File: src/rtl/sw_btn_in_port_pkg.sv
// Shared definitions for the switch/button input port: register map and
// STAT bit positions used by the top level and by anyone decoding reads.
package sw_btn_in_port_pkg;

    // Word offsets on bus addr[3:2]
    localparam logic [1:0] IN_DATA = 2'd0;
    localparam logic [1:0] IN_EDGE = 2'd1;
    localparam logic [1:0] IN_MASK = 2'd2;
    localparam logic [1:0] IN_STAT = 2'd3;

    // STAT register bit positions
    localparam int STAT_INTR_BIT = 0;
    localparam int STAT_ANY_BIT  = 1;

    localparam int BUS_W = 32;

endpackage

File: src/rtl/sw_btn_in_port_if.sv
// Data-memory bus slice seen by the switch/button port.
// Handshake: a transfer happens in any cycle where cs is high. cs&we
// commits wdata to the register at addr on the next posedge; cs&re makes
// rdata valid combinationally in the same cycle (zero wait states, there
// is no ready/stall). rdata is 0 whenever cs&re is low.
interface sw_btn_in_port_if;
    import sw_btn_in_port_pkg::*;

    logic             cs;
    logic             re;
    logic             we;
    logic [1:0]       addr;
    logic [BUS_W-1:0] wdata;
    logic [BUS_W-1:0] rdata;

    modport master (output cs, output re, output we, output addr, output wdata,
                    input rdata);
    modport slave  (input cs, input re, input we, input addr, input wdata,
                    output rdata);
endinterface

File: src/rtl/sw_btn_in_port_debouncer.sv
// One input bit: two-flop synchroniser, tick-sampled history and the
// debounced level. db_next is exported so the top can see the rising
// edge in the same cycle the level is accepted.
module sw_btn_in_port_debouncer #(
    parameter int DB_SAMPLES = 3
) (
    input  logic clk,
    input  logic reset,
    input  logic tick,
    input  logic din,
    output logic db,
    output logic db_next
);

    logic [1:0]            sync_q, sync_d;
    logic [DB_SAMPLES-1:0] hist_q, hist_d;
    logic                  db_q, db_d;

    // Next-state: shift the synchronised bit in on tick; accept a new
    // level only once the whole history agrees and disagrees with db.
    always_comb begin
        sync_d = {sync_q[0], din};
        hist_d = hist_q;
        db_d   = db_q;
        if (tick) begin
            hist_d = {hist_q[DB_SAMPLES-2:0], sync_q[1]};
        end
        if (hist_q == {DB_SAMPLES{~db_q}}) begin
            db_d = ~db_q;
        end
    end

    // State registers; reset discards any partially collected history.
    always_ff @(posedge clk or posedge reset) begin
        if (reset) begin
            sync_q <= '0;
            hist_q <= '0;
            db_q   <= 1'b0;
        end else begin
            sync_q <= sync_d;
            hist_q <= hist_d;
            db_q   <= db_d;
        end
    end

    assign db      = db_q;
    assign db_next = db_d;

endmodule

File: src/rtl/sw_btn_in_port.sv
// Switch/button input peripheral: debounced levels, sticky rising-edge
// flags, interrupt mask and a level interrupt, readable over the bus.
module sw_btn_in_port
    import sw_btn_in_port_pkg::*;
#(
    parameter int N_SW       = 16,
    parameter int N_BTN      = 5,
    parameter int DB_TICKS   = 50000,
    parameter int DB_SAMPLES = 3
) (
    input  logic                 clk,
    input  logic                 reset,
    sw_btn_in_port_if.slave      bus,
    input  logic [N_SW-1:0]      sw,
    input  logic [N_BTN-1:0]     btn,
    output logic                 intr,
    input  logic                 inta
);

    localparam int N  = N_SW + N_BTN;
    localparam int CW = (DB_TICKS > 1) ? $clog2(DB_TICKS) : 1;
    localparam logic [CW-1:0] CNT_LAST = CW'(DB_TICKS - 1);

    logic [CW-1:0] cnt_q, cnt_d;
    logic          tick;
    logic [N-1:0]  pins;
    logic [N-1:0]  db_vec, db_next_vec, rise;
    logic [N-1:0]  edge_q, edge_d;
    logic [N-1:0]  mask_q, mask_d;
    logic [N-1:0]  clr;
    logic          intr_q, intr_d;
    logic          wr_edge, wr_mask;
    logic [BUS_W-1:0] rdata_c;
    logic          unused_wdata;

    assign pins = {btn, sw};

    // Prescaler: wraps at DB_TICKS-1 and flags that cycle as the sample tick.
    always_comb begin
        tick  = (cnt_q == CNT_LAST);
        cnt_d = tick ? '0 : cnt_q + 1'b1;
    end

    for (genvar i = 0; i < N; i++) begin : g_db
        sw_btn_in_port_debouncer #(
            .DB_SAMPLES (DB_SAMPLES)
        ) u_db (
            .clk     (clk),
            .reset   (reset),
            .tick    (tick),
            .din     (pins[i]),
            .db      (db_vec[i]),
            .db_next (db_next_vec[i])
        );
    end

    // Edge flags, mask and interrupt: a new rising edge beats any clear
    // landing on the same bit; inta clears with the mask from before any
    // concurrent mask write; intr lags the flags by one cycle.
    always_comb begin
        wr_edge = bus.cs & bus.we & (bus.addr == IN_EDGE);
        wr_mask = bus.cs & bus.we & (bus.addr == IN_MASK);
        rise    = db_next_vec & ~db_vec;
        clr     = '0;
        if (wr_edge) clr = clr | bus.wdata[N-1:0];
        if (inta)    clr = clr | mask_q;
        edge_d  = (edge_q & ~clr) | rise;
        mask_d  = wr_mask ? bus.wdata[N-1:0] : mask_q;
        intr_d  = |(edge_q & mask_q);
    end

    // Register state for prescaler, flags, mask and interrupt.
    always_ff @(posedge clk or posedge reset) begin
        if (reset) begin
            cnt_q  <= '0;
            edge_q <= '0;
            mask_q <= '0;
            intr_q <= 1'b0;
        end else begin
            cnt_q  <= cnt_d;
            edge_q <= edge_d;
            mask_q <= mask_d;
            intr_q <= intr_d;
        end
    end

    // Zero-latency read mux; unused upper bits read as 0.
    always_comb begin
        rdata_c = '0;
        if (bus.cs && bus.re) begin
            case (bus.addr)
                IN_DATA: rdata_c[N-1:0] = db_vec;
                IN_EDGE: rdata_c[N-1:0] = edge_q;
                IN_MASK: rdata_c[N-1:0] = mask_q;
                default: begin
                    rdata_c[STAT_INTR_BIT] = intr_q;
                    rdata_c[STAT_ANY_BIT]  = |edge_q;
                end
            endcase
        end
    end

    assign bus.rdata    = rdata_c;
    assign intr         = intr_q;
    assign unused_wdata = ^bus.wdata;

endmodule

File: src/flat_wrapper.sv
// flat-port wrapper written by rule: the top's interface ports become plain ports
module sw_btn_in_port_flat import sw_btn_in_port_pkg::*;
#(
    parameter int N_SW       = 16,
    parameter int N_BTN      = 5,
    parameter int DB_TICKS   = 50000,
    parameter int DB_SAMPLES = 3
)
  (clk, reset, sw, btn, intr, inta, bus_cs, bus_re, bus_we, bus_addr, bus_wdata, bus_rdata);
  sw_btn_in_port_if bus_i ();
  input  logic clk;
  input  logic reset;
  input  logic [N_SW-1:0] sw;
  input  logic [N_BTN-1:0] btn;
  output logic intr;
  input  logic inta;
  input wire logic [$bits(bus_i.cs)-1:0] bus_cs;
  input wire logic [$bits(bus_i.re)-1:0] bus_re;
  input wire logic [$bits(bus_i.we)-1:0] bus_we;
  input wire logic [$bits(bus_i.addr)-1:0] bus_addr;
  input wire logic [$bits(bus_i.wdata)-1:0] bus_wdata;
  output wire logic [$bits(bus_i.rdata)-1:0] bus_rdata;
  assign bus_i.cs = bus_cs;
  assign bus_i.re = bus_re;
  assign bus_i.we = bus_we;
  assign bus_i.addr = bus_addr;
  assign bus_i.wdata = bus_wdata;
  assign bus_rdata = bus_i.rdata;
  sw_btn_in_port #(.N_SW(N_SW), .N_BTN(N_BTN), .DB_TICKS(DB_TICKS), .DB_SAMPLES(DB_SAMPLES)) u_core (.clk(clk), .reset(reset), .bus(bus_i), .sw(sw), .btn(btn), .intr(intr), .inta(inta));
endmodule
File: config.mk
export PLATFORM = sky130hd
export DESIGN_NAME = sw_btn_in_port_flat
export DESIGN_NICKNAME = d
export VERILOG_FILES = /design/src/rtl/sw_btn_in_port_pkg.sv /design/src/rtl/sw_btn_in_port_if.sv /design/src/rtl/sw_btn_in_port_debouncer.sv /design/src/rtl/sw_btn_in_port.sv /design/src/flat_wrapper.sv
export SDC_FILE = /design/constraint.sdc
export NUM_CORES = 1
export LEC_CHECK = 0
export CAP_MARGIN = 20
export CORE_MARGIN = 1
export CORE_UTILIZATION = 30
export CTS_CLUSTER_SIZE = 24
export DETAILED_ROUTE_END_ITERATION = 7
export PLACE_DENSITY = 0.47
export SLEW_MARGIN = 25
export SYNTH_ARGS = -nofsm -noshare
export SYNTH_HDL_FRONTEND = slang
export SYNTH_SLANG_ARGS = --single-unit
File: constraint.sdc
create_clock -name clk -period 16.2 [get_ports clk]
set_clock_uncertainty 0.2 [all_clocks]
set_input_delay 2.43 -clock clk [delete_from_list [all_inputs] [get_ports clk]]
set_output_delay 2.43 -clock clk [all_outputs]
set_load 0.005 [all_outputs]
After elaboration in Yosys (flattened, before gate mapping) --
Index checks and enable logic that the tools add are counted.
Storage, ports and cells: register bits 185, input port bits 61, output and inout port bits 33, logic and storage cells 154
Cells by class: $add $sub $neg 1, eq/ne operators 24, multiplexer cells 27, bitwise operators 31, reductions and logical operators 4
Operator list (number):
- $and 21x21->21 | 3
- $eq 3x3->1 | 21
- $mux 21 | 3
- $pmux 19 s3 | 1
- $not 21->21 | 2
- $or 21x21->21 | 2
- $reduce_or 21->1 | 2
- $mux 1 | 21
- $not 1->1 | 21
- $add 16x1->16 const B | 1
- $eq 16x16->1 const B | 1
- $mux 16 | 1
- $pmux 2 s3 | 1
- $and 1x1->1 | 3
- $eq 2x1->1 const B | 1
- $eq 2x2->1 const B | 1
- $logic_not 2->1 | 1
- $logic_and 1x1->1 | 1

Depth between registers and ports, before layout --
depth after elaboration 8, gate-level depth with buffers 6, gate-level depth less buffers 5

Modules after synthesis --
A second synthesis with hierarchy kept.
Second synthesis, totals: cells, all modules 674, area total of the unflattened synthesis 7613.6 um^2
By module, submodules not included:
- sw_btn_in_port_debouncer | times used 21, cells each 15, area each 203.9 um^2, sequential area each 150.1 um^2
- sw_btn_in_port | times used 1, cells each 359, area each 3330.7 um^2, sequential area each 1476.4 um^2

Worst setup path after synthesis --
No wires, ideal clock.
path type input-to-output, start input bus_addr[1], end output bus_rdata[1], data arrival time 3.378 ns, required time 13.570 ns, slack 10.192 ns, cell stages on the path 4, buffers on the path 2, path through clkbuf_1 > nor2b_1 > clkbuf_1 > a2111oi_0
On the way: longest elaborated chain between the ends 3, elaborated cells between the ends (all ways) 5, those cells by class 2 x eq/ne; 2 x mux; 1 x reduce/logical
Ends and longest elaborated chain:
- start: declaration | RTL line flat_wrapper.sv:20 | input wire logic [$bits(bus_i.addr)-1:0] bus_addr;
- $eq 2x2->1 (tied with other cells) | RTL line sw_btn_in_port.sv:91 | case (bus.addr)
- $pmux 2 s3 * | RTL line sw_btn_in_port.sv:91
- $mux 21 * | RTL line sw_btn_in_port.sv:90 | if (bus.cs && bus.re) begin
- end: declaration | RTL line flat_wrapper.sv:22 | output wire logic [$bits(bus_i.rdata)-1:0] bus_rdata;
Mark *: on every way between the ends. The rest lies on a longest branch, timed or not.

Final worst setup path --
Ends and elaborated chain as after synthesis.

==> load_flow_metrics.sql <==
INSERT INTO impl_metrics (metric_group, metric, value, unit) VALUES
('run_status', 'outcome', 'finished, violations left', ''),
('logic_synthesis', 'post_synth_num_cell_types', '38', ''),
('sta', 'unrepaired_setup_endpoints_after_global_routing', 'no', ''),
('final_layout', 'multi_input_comb_area', '2980', 'µm²'),
('detailed_routing', 'route.detailed.drc', '14', ''),
('sta', 'fin_setup_tns', '0', 'ps'),
('sta', 'maximum_clock_frequency', '128', 'MHz'),
('cts', 'source_to_sink_clock_delay_at_the_later_pin_of_the_worst_skew_pair', '430', 'ps'),
('logic_synthesis', 'synth.cells.most_frequent', 'sky130_fd_sc_hd__dfrtp_1, sky130_fd_sc_hd__mux2_4, sky130_fd_sc_hd__nor2_1', ''),
('hold_path', 'hold_end', 'u_core.g_db[19].u_db.sync_q[1]', ''),
('global_routing', 'grt_pass1_wl', '28800', 'µm'),
('die', 'die_area', '27400', 'µm²'),
('die', 'io-pin-count', '94', ''),
('power_and_ir_drop', 'switchingPower', '0.222', 'mW'),
('cts', 'htree_levels', '4', ''),
('final_layout', 'syn_to_final_growth', '19.5', '%'),
('power_and_ir_drop', 'seqPwrFrac', '49.6', '%'),
('worst_setup_path', 'worstPathRequired', '13570', 'ps'),
('worst_setup_path', 'cp_slowest_stage_delay', '710', 'ps'),
('worst_setup_path', 'worst_setup_path_start_kind', 'primary input', ''),
('cts', 'cts_tree', 'yes', ''),
('global_routing', 'grt_remaining_overflow', '0', ''),
('cts', 'cts_sinks', '185', ''),
('worst_setup_path', 'timing.critical_path.cells', 'clkdlybuf4s50_1, buf_4, nor2b_1, buf_4, a2111oi_0, clkdlybuf4s50_1', ''),
('logic_synthesis', 'synth.avg_cell_area', '12.6', 'µm²'),
('logic_synthesis', 'async_reset_ff_share', '100', '%'),
('global_routing', 'number_of_global_route_vias_before_repair', '5182', ''),
('detailed_routing', 'drt-initial-drc-count', '461', ''),
('die', 'die-height', '166', 'µm'),
('logic_synthesis', 'synth.yosys.warnings', '0', ''),
('detailed_routing', 'firstDrtPassIters', '6', ''),
('worst_setup_path', 'timing.critical_path.arrival', '5190', 'ps'),
('logic_synthesis', 'syn_area', '8020', 'µm²'),
('global_routing', 'grt_start_max_net_pins', '112', ''),
('global_routing', 'grt.total_usage', '14.1', '%'),
('detailed_routing', 'post_detailed_route_count_of_antenna_violating_nets', '0', ''),
('placement', 'detailed_place_hpwl', '11600', 'µm'),
('final_layout', 'drive_gt1_share', '17.1', '%'),
('detailed_routing', 'vias_after_detailed_routing', '5070', ''),
('sta', 'actual_slew_at_the_worst_max_slew_pin', '909', 'ps'),
('power_and_ir_drop', 'power.density_cell_area', '104', 'nW/µm²'),
('detailed_routing', 'routedWlPerCell', '17.2', 'µm'),
('worst_setup_path', 'path_delay_family', 'buffers and inverters', ''),
('run', 'maxCapViolations', '0', ''),
('logic_synthesis', 'most_frequent_cell_after_synthesis', 'sky130_fd_sc_hd__dfrtp_1', ''),
('power_and_ir_drop', 'power.ir.vdd_worst', '0.0000678', 'V'),
('detailed_routing', 'drt-total-wl', '18100', 'µm'),
('worst_setup_path', 'r2r-end', 'u_core.g_db[12].u_db.hist_q[2]', ''),
('die', 'core_area', '26100', 'µm²'),
('cts', 'cts_resized', '0', ''),
('power_and_ir_drop', 'power_frac_clock', '44.6', '%'),
('power_and_ir_drop', 'comb_power_share', '5.8', '%'),
('worst_setup_path', 'setup.reg_to_reg.worst_slack', '13110', 'ps'),
('power_and_ir_drop', 'sw_frac_of_total', '22.3', '%'),
('sta', 'timing.final.hold_violations', '0', ''),
('sta', 'final_max_slew_viol_count', '0', ''),
('cts', 'cts-root-to-sink-buffers', '2', ''),
('worst_setup_path', 'worst_setup_path_end_kind', 'output pin', ''),
('worst_setup_path', 'path_class', 'in2out', ''),
('worst_setup_path', 'timing.critical_path.buf_inv', '4', ''),
('logic_synthesis', 'netlist.top_cell.by_area', 'sky130_fd_sc_hd__dfrtp_1', ''),
('logic_synthesis', 'area_fraction_of_the_dominant_cell_type_after_synthesis', '57.7', '%'),
('run_status', 'violations', 'DRC', ''),
('final_layout', 'fillCellCount', '2534', ''),
('die', 'placement_rows', '59', ''),
('logic_synthesis', 'synth_edf_count', '0', ''),
('final_layout', 'nets', '770', ''),
('cts', 'cts.clk_slew.worst_paths', '70', 'ps'),
('logic_synthesis', 'yosysSeqAreaShare', '57.7', '%'),
('worst_setup_path', 'ff2ff_path_depth', '6', ''),
('sta', 'final.period_utilization', '48.3', '%');
worst max-delay path by stage:
stage | slack [ps] | from | depth (start not counted) | endpoint
2_1_floorplan | 8540 | reset | 1 | u_core.cnt_q[0]
3_3_place_gp | 8300 | bus_addr[1] | 6 | bus_rdata[1]
3_5_place_dp | 8380 | bus_addr[1] | 6 | bus_rdata[1]
4_1_cts | 8350 | bus_addr[1] | 6 | bus_rdata[1]
5_1_grt | 8280 | bus_addr[1] | 6 | bus_rdata[1]
6_report | 8380 | bus_addr[1] | 6 | bus_rdata[1]
per-layer routing:
layer | track usage, % | share of wire [%] | vias up
li1 | - | - | 2360
met1 | 20.1 | 47 | 2570
met2 | 20.6 | 45 | 123
met3 | 3.62 | 5.5 | 17
met4 | 4.63 | 1.9 | 0
met5 | 0 | 0 | -
registers in the layout, summed over array words and instances, names as in the netlist:
signal and cells:
u_core.intr 1, u_core.mask_q 21, u_core.g_db.u_db.db 21, u_core.cnt_q 16, u_core.g_db.u_db.hist_q 63, u_core.g_db.u_db.sync_q 42, u_core.edge_q 21
layout make-up:
class                      count  area share, %
clock buffer                  21           4.80
clock inverter                 9           1.72
inverter                      45           1.84
multi-input combinational    382           31.1
sequential                   185           48.3
tap                          335           4.37
timing repair buffer          77           7.87
worst reg2reg max path, cell delays in order, from the launching register on:
cell and delay (ps):
sky130_fd_sc_hd__dfrtp_1 390, sky130_fd_sc_hd__ha_1 220, sky130_fd_sc_hd__nand3_1 150, sky130_fd_sc_hd__or2_4 310
sky130_fd_sc_hd__nor2_8 470, sky130_fd_sc_hd__buf_4 830, sky130_fd_sc_hd__mux2_4 400
cell usage in the layout (no fill, tap or decap), types with 7 or more instances in the layout:
master and instances:
sky130_fd_sc_hd__a21oi_1 40, sky130_fd_sc_hd__a221o_1 21, sky130_fd_sc_hd__a22oi_1 9, sky130_fd_sc_hd__clkbuf_16 17, sky130_fd_sc_hd__clkdlybuf4s50_1 70, sky130_fd_sc_hd__conb_1 11
sky130_fd_sc_hd__dfrtp_1 185, sky130_fd_sc_hd__inv_1 44, sky130_fd_sc_hd__mux2_2 21, sky130_fd_sc_hd__mux2_4 60, sky130_fd_sc_hd__mux2i_1 19, sky130_fd_sc_hd__nand2_1 26
sky130_fd_sc_hd__nand3_1 8, sky130_fd_sc_hd__nand4_1 8, sky130_fd_sc_hd__nor2_1 52, sky130_fd_sc_hd__o21ai_0 42, sky130_fd_sc_hd__o31ai_1 21, sky130_fd_sc_hd__xnor2_1 7
sky130_fd_sc_hd__xor2_1 7
power by group through the flow:
stage	clock (mW)	sequential (mW)	combinational, mW
final	0.445	0.494	0.0573
after global routing	0.480	0.496	0.0635
after CTS	0.460	0.494	0.0587
after detailed placement	0	0.503	0.0582
after global placement	0	0.501	0.0568
after floorplan	0	0.497	0.0338
kinds of logic after synthesis:
logic type      share of synthesized area [%]
other cells                            0.0467
fa+ha+maj                               0.156
xor+xnor                                 1.53
flops                                    57.7
buf+inv                                  5.65
simple gates                             6.80
compound gates                           10.9
mux                                      17.2
per-stage QoR:
stage / worst slack [ps] / hold slack (ps) / std cells / power [mW] / cell area (µm²)
floorplan: 8540 / 131 / 646 / 0.531 / 8060
global placement: 8300 / 132 / 1024 / 0.558 / 8960
detailed placement: 8380 / 135 / 1024 / 0.561 / 8950
CTS: 8350 / 147 / 1054 / 1.01 / 9580
global route: 8280 / 151 / 1054 / 1.04 / 9580
finish: 8380 / 148 / 1054 / 0.996 / 9580
No activity file was read; power rests on OpenSTA's default activity.
